## src/rtl/seven_segment_scan_driver.sv

```systemverilog
// ============================================================================
// seven_segment_scan_driver
//   Time-multiplexed common-anode seven-segment scanner with frame-aligned,
//   double-buffered updates and leading-zero blanking.
//   Revision: 1.0
// ============================================================================
`default_nettype none

module seven_segment_scan_driver #(
  parameter int DIGITS      = 4,
  parameter int REFRESH_DIV = 100000,
  parameter bit HEX_EN      = 1'b1
) (
  input  logic                  clk,
  input  logic                  reset,
  input  logic [4*DIGITS-1:0]   value_in,
  input  logic [DIGITS-1:0]     dp_in,
  input  logic [DIGITS-1:0]     blank_in,
  input  logic                  lz_suppress,
  input  logic                  load,
  output logic [DIGITS-1:0]     an,
  output logic [7:0]            seg,
  output logic                  digit_tick,
  output logic                  frame_tick,
  output logic                  pending
);

  localparam int c_cnt_w = $clog2(REFRESH_DIV);
  localparam int c_idx_w = (DIGITS > 1) ? $clog2(DIGITS) : 1;
  localparam logic [c_cnt_w-1:0] c_last_cnt = c_cnt_w'(REFRESH_DIV - 1);
  localparam logic [c_idx_w-1:0] c_last_idx = c_idx_w'(DIGITS - 1);

  logic [c_cnt_w-1:0]  r_cnt;
  logic [c_idx_w-1:0]  r_idx;
  logic [4*DIGITS-1:0] r_act_value, r_sh_value;
  logic [DIGITS-1:0]   r_act_dp, r_sh_dp;
  logic [DIGITS-1:0]   r_act_blank, r_sh_blank;
  logic                r_act_lz, r_sh_lz;
  logic                r_pending;
  logic [DIGITS-1:0]   r_an;
  logic [7:0]          r_seg;
  logic                r_digit_tick, r_frame_tick;

  logic                w_slot_edge, w_frame_edge;
  logic [c_idx_w-1:0]  w_next_idx;
  logic [4*DIGITS-1:0] w_eff_value;
  logic [DIGITS-1:0]   w_eff_dp, w_eff_blank;
  logic                w_eff_lz;
  logic [3:0]          w_nib;
  logic                w_dp, w_blank, w_sel_zero, w_run, w_lz_hide;
  logic [DIGITS-1:0]   w_an_next;
  logic [6:0]          w_glyph;
  logic [7:0]          w_seg_next;

  function automatic logic [6:0] decode(input logic [3:0] nib);
    logic [6:0] g;
    case (nib)
      4'h0: g = 7'b0000001;
      4'h1: g = 7'b1001111;
      4'h2: g = 7'b0010010;
      4'h3: g = 7'b0000110;
      4'h4: g = 7'b1001100;
      4'h5: g = 7'b0100100;
      4'h6: g = 7'b0100000;
      4'h7: g = 7'b0001111;
      4'h8: g = 7'b0000000;
      4'h9: g = 7'b0000100;
      4'hA: g = HEX_EN ? 7'b0001000 : 7'b1111111;
      4'hB: g = HEX_EN ? 7'b1100000 : 7'b1111111;
      4'hC: g = HEX_EN ? 7'b0110001 : 7'b1111111;
      4'hD: g = HEX_EN ? 7'b1000010 : 7'b1111111;
      4'hE: g = HEX_EN ? 7'b0110000 : 7'b1111111;
      default: g = HEX_EN ? 7'b0111000 : 7'b1111111;
    endcase
    return g;
  endfunction

  assign w_slot_edge  = (r_cnt == c_last_cnt);
  assign w_frame_edge = w_slot_edge && (r_idx == c_last_idx);
  assign w_next_idx   = (r_idx == c_last_idx) ? '0 : r_idx + c_idx_w'(1);

  // Data the active register will hold after this edge; outputs are decoded
  // from it so a frame-edge commit is visible on the same edge.
  always_comb begin
    w_eff_value = r_act_value;
    w_eff_dp    = r_act_dp;
    w_eff_blank = r_act_blank;
    w_eff_lz    = r_act_lz;
    if (w_frame_edge && load) begin
      w_eff_value = value_in;
      w_eff_dp    = dp_in;
      w_eff_blank = blank_in;
      w_eff_lz    = lz_suppress;
    end else if (w_frame_edge && r_pending) begin
      w_eff_value = r_sh_value;
      w_eff_dp    = r_sh_dp;
      w_eff_blank = r_sh_blank;
      w_eff_lz    = r_sh_lz;
    end
  end

  // Walk from the most significant digit down so w_run tracks "this nibble
  // and all higher nibbles are zero" for the selected digit.
  always_comb begin
    w_nib      = 4'd0;
    w_dp       = 1'b0;
    w_blank    = 1'b0;
    w_sel_zero = 1'b0;
    w_an_next  = '1;
    w_run      = 1'b1;
    for (int k = DIGITS - 1; k >= 0; k--) begin
      w_run = w_run && (w_eff_value[4*k +: 4] == 4'd0);
      if (w_next_idx == c_idx_w'(k)) begin
        w_nib        = w_eff_value[4*k +: 4];
        w_dp         = w_eff_dp[k];
        w_blank      = w_eff_blank[k];
        w_sel_zero   = w_run;
        w_an_next[k] = 1'b0;
      end
    end
  end

  assign w_lz_hide  = w_eff_lz && (w_next_idx != '0) && w_sel_zero;
  assign w_glyph    = w_lz_hide ? 7'h7F : decode(w_nib);
  assign w_seg_next = w_blank ? 8'hFF : {w_glyph, ~w_dp};

  always_ff @(posedge clk) begin
    if (reset) begin
      r_cnt        <= '0;
      r_idx        <= c_last_idx;
      r_act_value  <= '0;
      r_act_dp     <= '0;
      r_act_blank  <= '1;
      r_act_lz     <= 1'b0;
      r_sh_value   <= '0;
      r_sh_dp      <= '0;
      r_sh_blank   <= '0;
      r_sh_lz      <= 1'b0;
      r_pending    <= 1'b0;
      r_an         <= '1;
      r_seg        <= 8'hFF;
      r_digit_tick <= 1'b0;
      r_frame_tick <= 1'b0;
    end else begin
      r_digit_tick <= w_slot_edge;
      r_frame_tick <= w_frame_edge;
      r_cnt        <= w_slot_edge ? '0 : r_cnt + c_cnt_w'(1);
      if (w_slot_edge) begin
        r_idx <= w_next_idx;
        r_an  <= w_an_next;
        r_seg <= w_seg_next;
      end
      if (w_frame_edge) begin
        r_act_value <= w_eff_value;
        r_act_dp    <= w_eff_dp;
        r_act_blank <= w_eff_blank;
        r_act_lz    <= w_eff_lz;
        r_pending   <= 1'b0;
      end else if (load) begin
        r_sh_value <= value_in;
        r_sh_dp    <= dp_in;
        r_sh_blank <= blank_in;
        r_sh_lz    <= lz_suppress;
        r_pending  <= 1'b1;
      end
    end
  end

  assign an         = r_an;
  assign seg        = r_seg;
  assign digit_tick = r_digit_tick;
  assign frame_tick = r_frame_tick;
  assign pending    = r_pending;

endmodule

`default_nettype wire

```

## config.mk

```make
export PLATFORM = sky130hd
export DESIGN_NAME = seven_segment_scan_driver
export DESIGN_NICKNAME = d
export VERILOG_FILES = /design/src/rtl/seven_segment_scan_driver.sv
export SDC_FILE = /design/constraint.sdc
export NUM_CORES = 1
export LEC_CHECK = 0
export ABC_AREA = 1
export CAP_MARGIN = 20
export CORE_MARGIN = 1.5
export CORE_UTILIZATION = 45
export DETAILED_ROUTE_END_ITERATION = 6
export GPL_TIMING_DRIVEN = 0
export HOLD_SLACK_MARGIN = 0.1
export PLACE_DENSITY_LB_ADDON = 0.05
export SYNTH_ARGS = -nofsm -noshare
export SYNTH_HDL_FRONTEND = slang
export SYNTH_SLANG_ARGS = --single-unit
```

## constraint.sdc

```tcl
create_clock -name clk -period 7.96 [get_ports clk]
set_clock_uncertainty 0.15 [all_clocks]
set_input_delay 1.194 -clock clk [delete_from_list [all_inputs] [get_ports clk]]
set_output_delay 1.194 -clock clk [all_outputs]
set_load 0.05 [all_outputs]
```

==> results_dict.tcl, run 1 <==
set metrics [dict create \
    syn_avg_cell_area_um2 6.77 \
    worst_tran_pin_value_ps 637 \
    drive_gt1_share_pct 8.60 \
    synth_top_area_share_pct 37.5 \
    finalCriticalPeriod_ps 3710 \
    pin_count_of_the_biggest_net_entering_global_routing 14 \
    critical_path.endpoint_type "flip-flop" \
    ys_dominant_reg_cell "dfxtp_1" \
    num_vias 4454 \
    route.antenna.remaining_nets 0 \
    status "completed" \
    floorplan.io_pins 43 \
    timing.final.setup_violations 0 \
    worst-endpoint-required_ps 8120 \
    clock_latency_ps 350 \
    maximum_fanout_along_the_worst_path 10 \
    die-height_um 103 \
    timing.max_cap.violations 0 \
    power.leakage_nw 2.31 \
    criticalPathCategory "in -> reg" \
    synth_cell_type_count 37 \
    initial_utilization_pct 46.1 \
    groute.usage.overall_pct 24.6 \
    power.density_nw_per_um2 160 \
    finalWorstSetupSlack_ps 4250 \
    drt-wirelength-per-cell_um 14.6 \
    worst_ir_drop_vdd_mv 0.0746 \
    area_delta_synth_final_pct 18.3 \
    cts.repair_timing.setup_buffer_count 0 \
    wire_length_of_the_first_global_routing_pass_um 19900 \
    timing.hold.worst.class "reg -> reg" \
    drt_drc_violations_left 0 \
    final.fill_count 1003 \
    number_of_enable_flip_flop_cells_after_synthesis 0 \
    synthesis.instances 663 \
    synth_nets 703 \
    hold_buffers 0 \
    setup_repair_after_global_routing_missed_its_margin "false" \
    path_clk_slew_ps 80 \
    die_width_um 103 \
    drtIter0Drc 251 \
    synth.ff_latch_count 84 \
    dieArea_um2 10600 \
    drt_pre_antenna_iters 5 \
    avgViaCountPerCell 5.22 \
    synthTopCellsByArea "dfxtp_1, nand2_1, nor2_1" \
    portBuffers 42 \
    final_net_count 756 \
    totalWireLength_um 12400 \
    insertedDiodeCount 0 \
    post_cts_resized 0 \
    gr_overflow_total 0 \
    max_slew_violation_count 0 \
    dpl.hpwl_um 8960 \
    first_global_vias 4054 \
    ys_async_sr_fraction_pct 0 \
    worst_hold_slack_ps 304 \
    clock_tree.htree_level_count 3 \
    clock-sinks 84 \
    core-area_um2 9730 \
    crit_arrival_ps 3860 \
    timing.final.crit_share_pct 46.6 \
    critical_path.startpoint_type "primary input" \
    timing.fmax_ghz 0.270 \
    ys_warn_count 0 \
    tritoncts.num_buffers 9 \
    hold_viol 0 \
    cts_root_buf "clkbuf_8" \
    finalCoreUtilization_pct 54.6 \
    rows 36 \
    slew_headroom_pct 57.5 \
    synth_top_area_cell "dfxtp_1" \
    post-place-ws_ps 3930 \
    seq_area_frac_synth_pct 37.5 \
    gpl.final_weighted_congestion 0.943 \
    fin_tns_setup_ps 0 \
    grt_antenna_before_repair 0 \
    netlist_area_um2 4490 \
    cts_tree "done" \
    cts_max_path_buffers 2 \
]
[cell families (layout without fill, tap and decap cells)]
group / after synthesis / count (layout) / synth area share, %
compound gates: 100 / 100 / 11.9
xor+xnor: 2 / 2 / 0.390
fa+ha+maj: 12 / 12 / 3.35
buf+inv: 116 / 174 / 10.9
flops: 84 / 84 / 37.5
simple gates: 349 / 349 / 36.0
[per-layer routing]
layer / share of wire [%] / track usage (%) / vias to the layer above
li1: - / - / 2254
met2: 46 / 40.7 / 137
met4: 2.2 / 8.94 / 0
met1: 46 / 32.9 / 2038
met5: 0 / 0 / -
met3: 6.2 / 3.66 / 25
[area by class of cell]
type                    count  area [um2]  share of cell area, %
repair buffers             42         420                   7.92
inverters                  85         325                   6.13
clock buffers              12         165                   3.11
well taps                 133         166                   3.13
plain buffers              31         163                   3.06
flip-flops and latches     84        1680                   31.7
multi-input cells         463        2320                   43.6
clock inverters             4        70.1                   1.32
[synth_stat cells (2+ instances only)]
master / instances
nor3_1: 9
buf_2: 7
o21ai_0: 33
xor2_1: 2
nand4_1: 22
ha_1: 12
a21oi_1: 49
or2_0: 5
nor4_1: 3
a31oi_1: 2
nand3_2: 4
buf_6: 5
nand2_1: 128
nand2_2: 7
nand3b_1: 3
o21ai_1: 5
nor3b_1: 3
or2_2: 2
nor2_2: 4
o211ai_1: 6
clkbuf_1: 17
nand2_4: 2
nand3_1: 60
o21a_1: 3
a21oi_2: 2
inv_1: 76
nor2_1: 90
buf_1: 2
or2_1: 3
dfxtp_1: 84
inv_2: 7
[power by group]
| part | internal (W) | switching (W) |
|---|---|---|
| clock network | 0.000202 | 0.000158 |
| registers | 0.000430 | 0.00000467 |
| logic | 0.0000206 | 0.0000315 |
[flip-flops by register name, indices dropped and copies added, names as in the netlist]
signal and cells:
r_sh_dp 4, r_sh_lz 1, digit_tick 1, r_act_lz 1
r_sh_blank 4, r_idx 2, an 4, r_cnt 17
r_act_blank 4, pending 1, frame_tick 1, r_act_dp 4
seg 8, r_sh_value 16, r_act_value 16
[worst paths after layout]
path                                            start             endpoint  slack [ps]  cells past startpoint
worst max-delay path                             load  seg[4]$_SDFFE_PP1P_        4250                     16
worst min-delay path              r_cnt[0]$_SDFF_PP0_  r_cnt[0]$_SDFF_PP0_         300                      1
worst max register to register  r_idx[1]$_SDFFE_PP1P_  seg[4]$_SDFFE_PP1P_        4420                     16
worst min register to register    r_cnt[0]$_SDFF_PP0_  r_cnt[0]$_SDFF_PP0_         300                      1
[critical path, cell delays in order]
cell and delay, ps:
clkdlybuf4s50_1 690, nand2_2 190, inv_2 130, buf_6 160, nand2_2 60, nand2_1 100
nand2_1 60, nand3_1 80, nand3_1 170, nand2_1 210, inv_1 120, ha_1 320
nand3b_1 180, nand3_1 100, nand2_1 50, inv_1 40
[cell usage in the layout (no fill, tap or decap), types with 4 or more instances in the layout]
| cell | synthesis | final |
|---|---|---|
| nand2_1 | 128 | 128 |
| nor2_1 | 90 | 90 |
| dfxtp_1 | 84 | 84 |
| inv_1 | 76 | 76 |
| nand3_1 | 60 | 60 |
| a21oi_1 | 49 | 49 |
| clkdlybuf4s50_1 | 0 | 42 |
| o21ai_0 | 33 | 33 |
| nand4_1 | 22 | 22 |
| clkbuf_1 | 17 | 17 |
| ha_1 | 12 | 12 |
| clkbuf_8 | 0 | 12 |
| nor3_1 | 9 | 9 |
| inv_2 | 7 | 7 |
| buf_2 | 7 | 7 |
| nand2_2 | 7 | 7 |
| o211ai_1 | 6 | 6 |
| buf_6 | 5 | 5 |
| or2_0 | 5 | 5 |
| o21ai_1 | 5 | 5 |
| nor2_2 | 4 | 4 |
| nand3_2 | 4 | 4 |
[stage by stage]
stage               instance area, um2  instances  total power, W
finish                            5310        854        0.000847
global route                      5310        854        0.000877
CTS                               5310        854        0.000852
detailed placement                5070        838        0.000497
global placement                  5070        838        0.000495
floorplan                         4490        663        0.000468
(Power assumes the default switching activity.)
==> run 2: changes to the inputs <==
==> constraint.sdc (replaced) <==
create_clock -name clk -period 3.7 [get_ports clk]
set_clock_uncertainty 0.15 [all_clocks]
set_input_delay 0.555 -clock clk [delete_from_list [all_inputs] [get_ports clk]]
set_output_delay 0.555 -clock clk [all_outputs]
set_load 0.05 [all_outputs]
==> run 2 against run 1 <==
Compared with the run above:
- power up 120%
- hold slack about the same
- non-clock buffer count did not move
- global-route usage unchanged
- register-to-register slack worse by 4100 ps
- clock power is 120% higher
- wire length about the same
- sequential share of layout area barely moved
- largest cell class unchanged
==> results_dict.tcl, run 2 (synthesized netlist as in run 1, its figures left out) <==
set metrics [dict create \
    clock-sinks 84 \
    tritoncts.num_buffers 9 \
    drt-wirelength-per-cell_um 14.5 \
    insertedDiodeCount 0 \
    crit_arrival_ps 3580 \
    area.sequential_um2 1680 \
    met2_wirelength_um 5690 \
    cts_tree "done" \
    largest_register_ff_count 17 \
    hold_path_depth 1 \
    totalWireLength_um 12400 \
    critical-path-top-cell-by-count "nand2_1" \
    portBuffers 42 \
    worst_hold_startpoint "r_cnt[0]$_SDFF_PP0_" \
    drt_pre_antenna_iters 4 \
    worst_tran_pin_value_ps 651 \
    power.density_nw_per_um2 344 \
    timing.hold.worst.class "reg -> reg" \
    dieArea_um2 10600 \
    gpl.final_weighted_congestion 0.943 \
    worst-endpoint-required_ps 3860 \
    core-area_um2 9730 \
    hold_buffers 0 \
    final_instance_area_um2 5310 \
    postPlaceCellArea_um2 5070 \
    regToRegSetupSlack_ps 270 \
    fin_tns_setup_ps 0 \
    pin_count_of_the_biggest_net_entering_global_routing 14 \
    slew_headroom_pct 56.6 \
    floorplan.io_pins 43 \
    regToRegEndpoint "seg[4]$_SDFFE_PP1P_" \
    drt-met1-wl_um 5730 \
    path_clk_slew_ps 80 \
    final_net_count 756 \
    num_vias 4447 \
    timing.fmax_ghz 0.292 \
    area_delta_synth_final_pct 18.3 \
    max_slew_violation_count 0 \
    groute.usage.overall_pct 24.6 \
    slowest_stage "dfxtp_1" \
    timing.max_cap.violations 0 \
    critical_path.endpoint_type "flip-flop" \
    clock_tree.htree_level_count 3 \
    hold_viol 0 \
    layout_common_cells "nand2_1, nor2_1, dfxtp_1" \
    crit_chain "ha_1 > nand2_1 > nor2_2 > inv_2 > nor2_1 > nand3_1 > nor2_2 > nand2_2 > inv_2 > buf_6 > nand2_2 > nand2_1 > nand2_1 > nand3_1 > nand3_1 > nand2_1 > inv_1 > ha_1 > nand3b_1 > nand3_1 > nand2_1 > inv_1" \
    r2r_cells 22 \
    layout_commonest_cell "nand2_1" \
    power.leakage_nw 2.32 \
    drtIter0Drc 239 \
    first_global_vias 4054 \
    endpoint_worst_hold "r_cnt[0]$_SDFF_PP0_" \
    clock_latency_ps 350 \
    die-height_um 103 \
    setup_repair_after_global_routing_missed_its_margin "false" \
    gr_overflow_total 0 \
    cts_root_buf "clkbuf_8" \
    regToRegStartpoint "r_cnt[0]$_SDFF_PP0_" \
    timing.final.crit_share_pct 92.6 \
    die_width_um 103 \
    drt_drc_violations_left 0 \
    timing.final.setup_violations 0 \
    avgViaCountPerCell 5.21 \
    critical_path.startpoint_type "flip-flop" \
    path_delay_family "simple AND/OR/NAND/NOR gates" \
    critical_path.n_buffers_inverters 5 \
    area_used_by_multi_input_combinational_logic_um2 2320 \
    dpl.hpwl_um 8960 \
    wire_length_of_the_first_global_routing_pass_um 19900 \
    finalCriticalPeriod_ps 3430 \
    status "completed" \
    wl_met3_um 745 \
    drive_gt1_share_pct 8.74 \
    topRoutingLayerUsed "met4" \
    largest_register "r_cnt" \
    route.antenna.remaining_nets 0 \
    cts.repair_timing.setup_buffer_count 0 \
    initial_utilization_pct 46.1 \
    rows 36 \
    grt_antenna_before_repair 0 \
    worst_ir_drop_vdd_mv 0.161 \
    reg.largest.list "r_cnt (17), r_act_value (16), r_sh_value (16)" \
    maximum_fanout_along_the_worst_path 10 \
    final.fill_count 1002 \
    criticalPathCategory "reg -> reg" \
    worst_path_largest_cell_delay_ps 360 \
    cts_max_path_buffers 2 \
]
==> run 2: cell types whose count changed in the layout (fill, tap and decap cells not counted) <==
cell	before	now
clkbuf_1	17	16
clkbuf_2	0	1
==> run 2: area by class of cell <==
class	count	area share, %
plain buffers	31	3.09
clock buffers	12	3.11
clock inverters	4	1.32
inverters	85	6.13
multi-input cells	463	43.6
flip-flops and latches	84	31.7
well taps	133	3.13
repair buffers	42	7.92
==> run 2: timing repair <==
| action | 4_1_cts | 5_1_grt |
|---|---|---|
| hold endpoints to repair | 0 | 0 |
| setup endpoints to repair | 0 | 5 |
| gates resized for setup | 0 | 2 |
==> run 2: worst max-delay path by stage <==
stage / start / to / slack (ps) / depth (start not counted)
3_3_place_gp: r_idx[0]$_SDFFE_PP1P_ / seg[4]$_SDFFE_PP1P_ / 270 / 16
5_1_grt: r_cnt[0]$_SDFF_PP0_ / seg[6]$_SDFFE_PP1P_ / 2 / 22
3_5_place_dp: r_idx[0]$_SDFFE_PP1P_ / seg[4]$_SDFFE_PP1P_ / 260 / 16
4_1_cts: r_idx[0]$_SDFFE_PP1P_ / seg[4]$_SDFFE_PP1P_ / 240 / 16
2_1_floorplan: pending$_SDFFE_PP0P_ / seg[6]$_SDFFE_PP1P_ / 950 / 16
6_report: r_cnt[0]$_SDFF_PP0_ / seg[4]$_SDFFE_PP1P_ / 270 / 22
==> run 2: per-stage QoR <==
step | setup WS, ps | hold WS (ps) | instances | utilization [%] | total power (W)
3_3_place_gp | 272 | 282 | 838 | 52.1 | 0.00107
5_1_grt | 2.23 | 325 | 854 | 54.6 | 0.00189
2_1_floorplan | 950 | 268 | 663 | - | 0.00101
3_5_place_dp | 259 | 293 | 838 | 52.1 | 0.00107
4_1_cts | 235 | 311 | 854 | 54.6 | 0.00183
6_report | 273 | 304 | 854 | 54.6 | 0.00182
==> run 2: metal layers <==
metal | GRT usage, % | vias to the layer above
li1 | - | 2254
met3 | 3.66 | 23
met4 | 8.94 | 0
met5 | 0 | -
met1 | 32.9 | 2032
met2 | 40.7 | 138
==> run 2: power by group <==
part	internal, W	switching (W)
clock network	0.000434	0.000343
logic	0.0000443	0.0000680
registers	0.000926	0.0000101
total	0.00140	0.000421
==> run 3: changes to the inputs <==
--- a/config.mk
+++ b/config.mk
@@ -9,6 +9,7 @@
 export CAP_MARGIN = 20
 export CORE_MARGIN = 1.5
 export CORE_UTILIZATION = 45
+export CTS_CLUSTER_SIZE = 10
 export DETAILED_ROUTE_END_ITERATION = 6
 export GPL_TIMING_DRIVEN = 0
 export HOLD_SLACK_MARGIN = 0.1
==> results of run 3 <==
The final DEF is identical to that of run 2; final timing and power are the same.
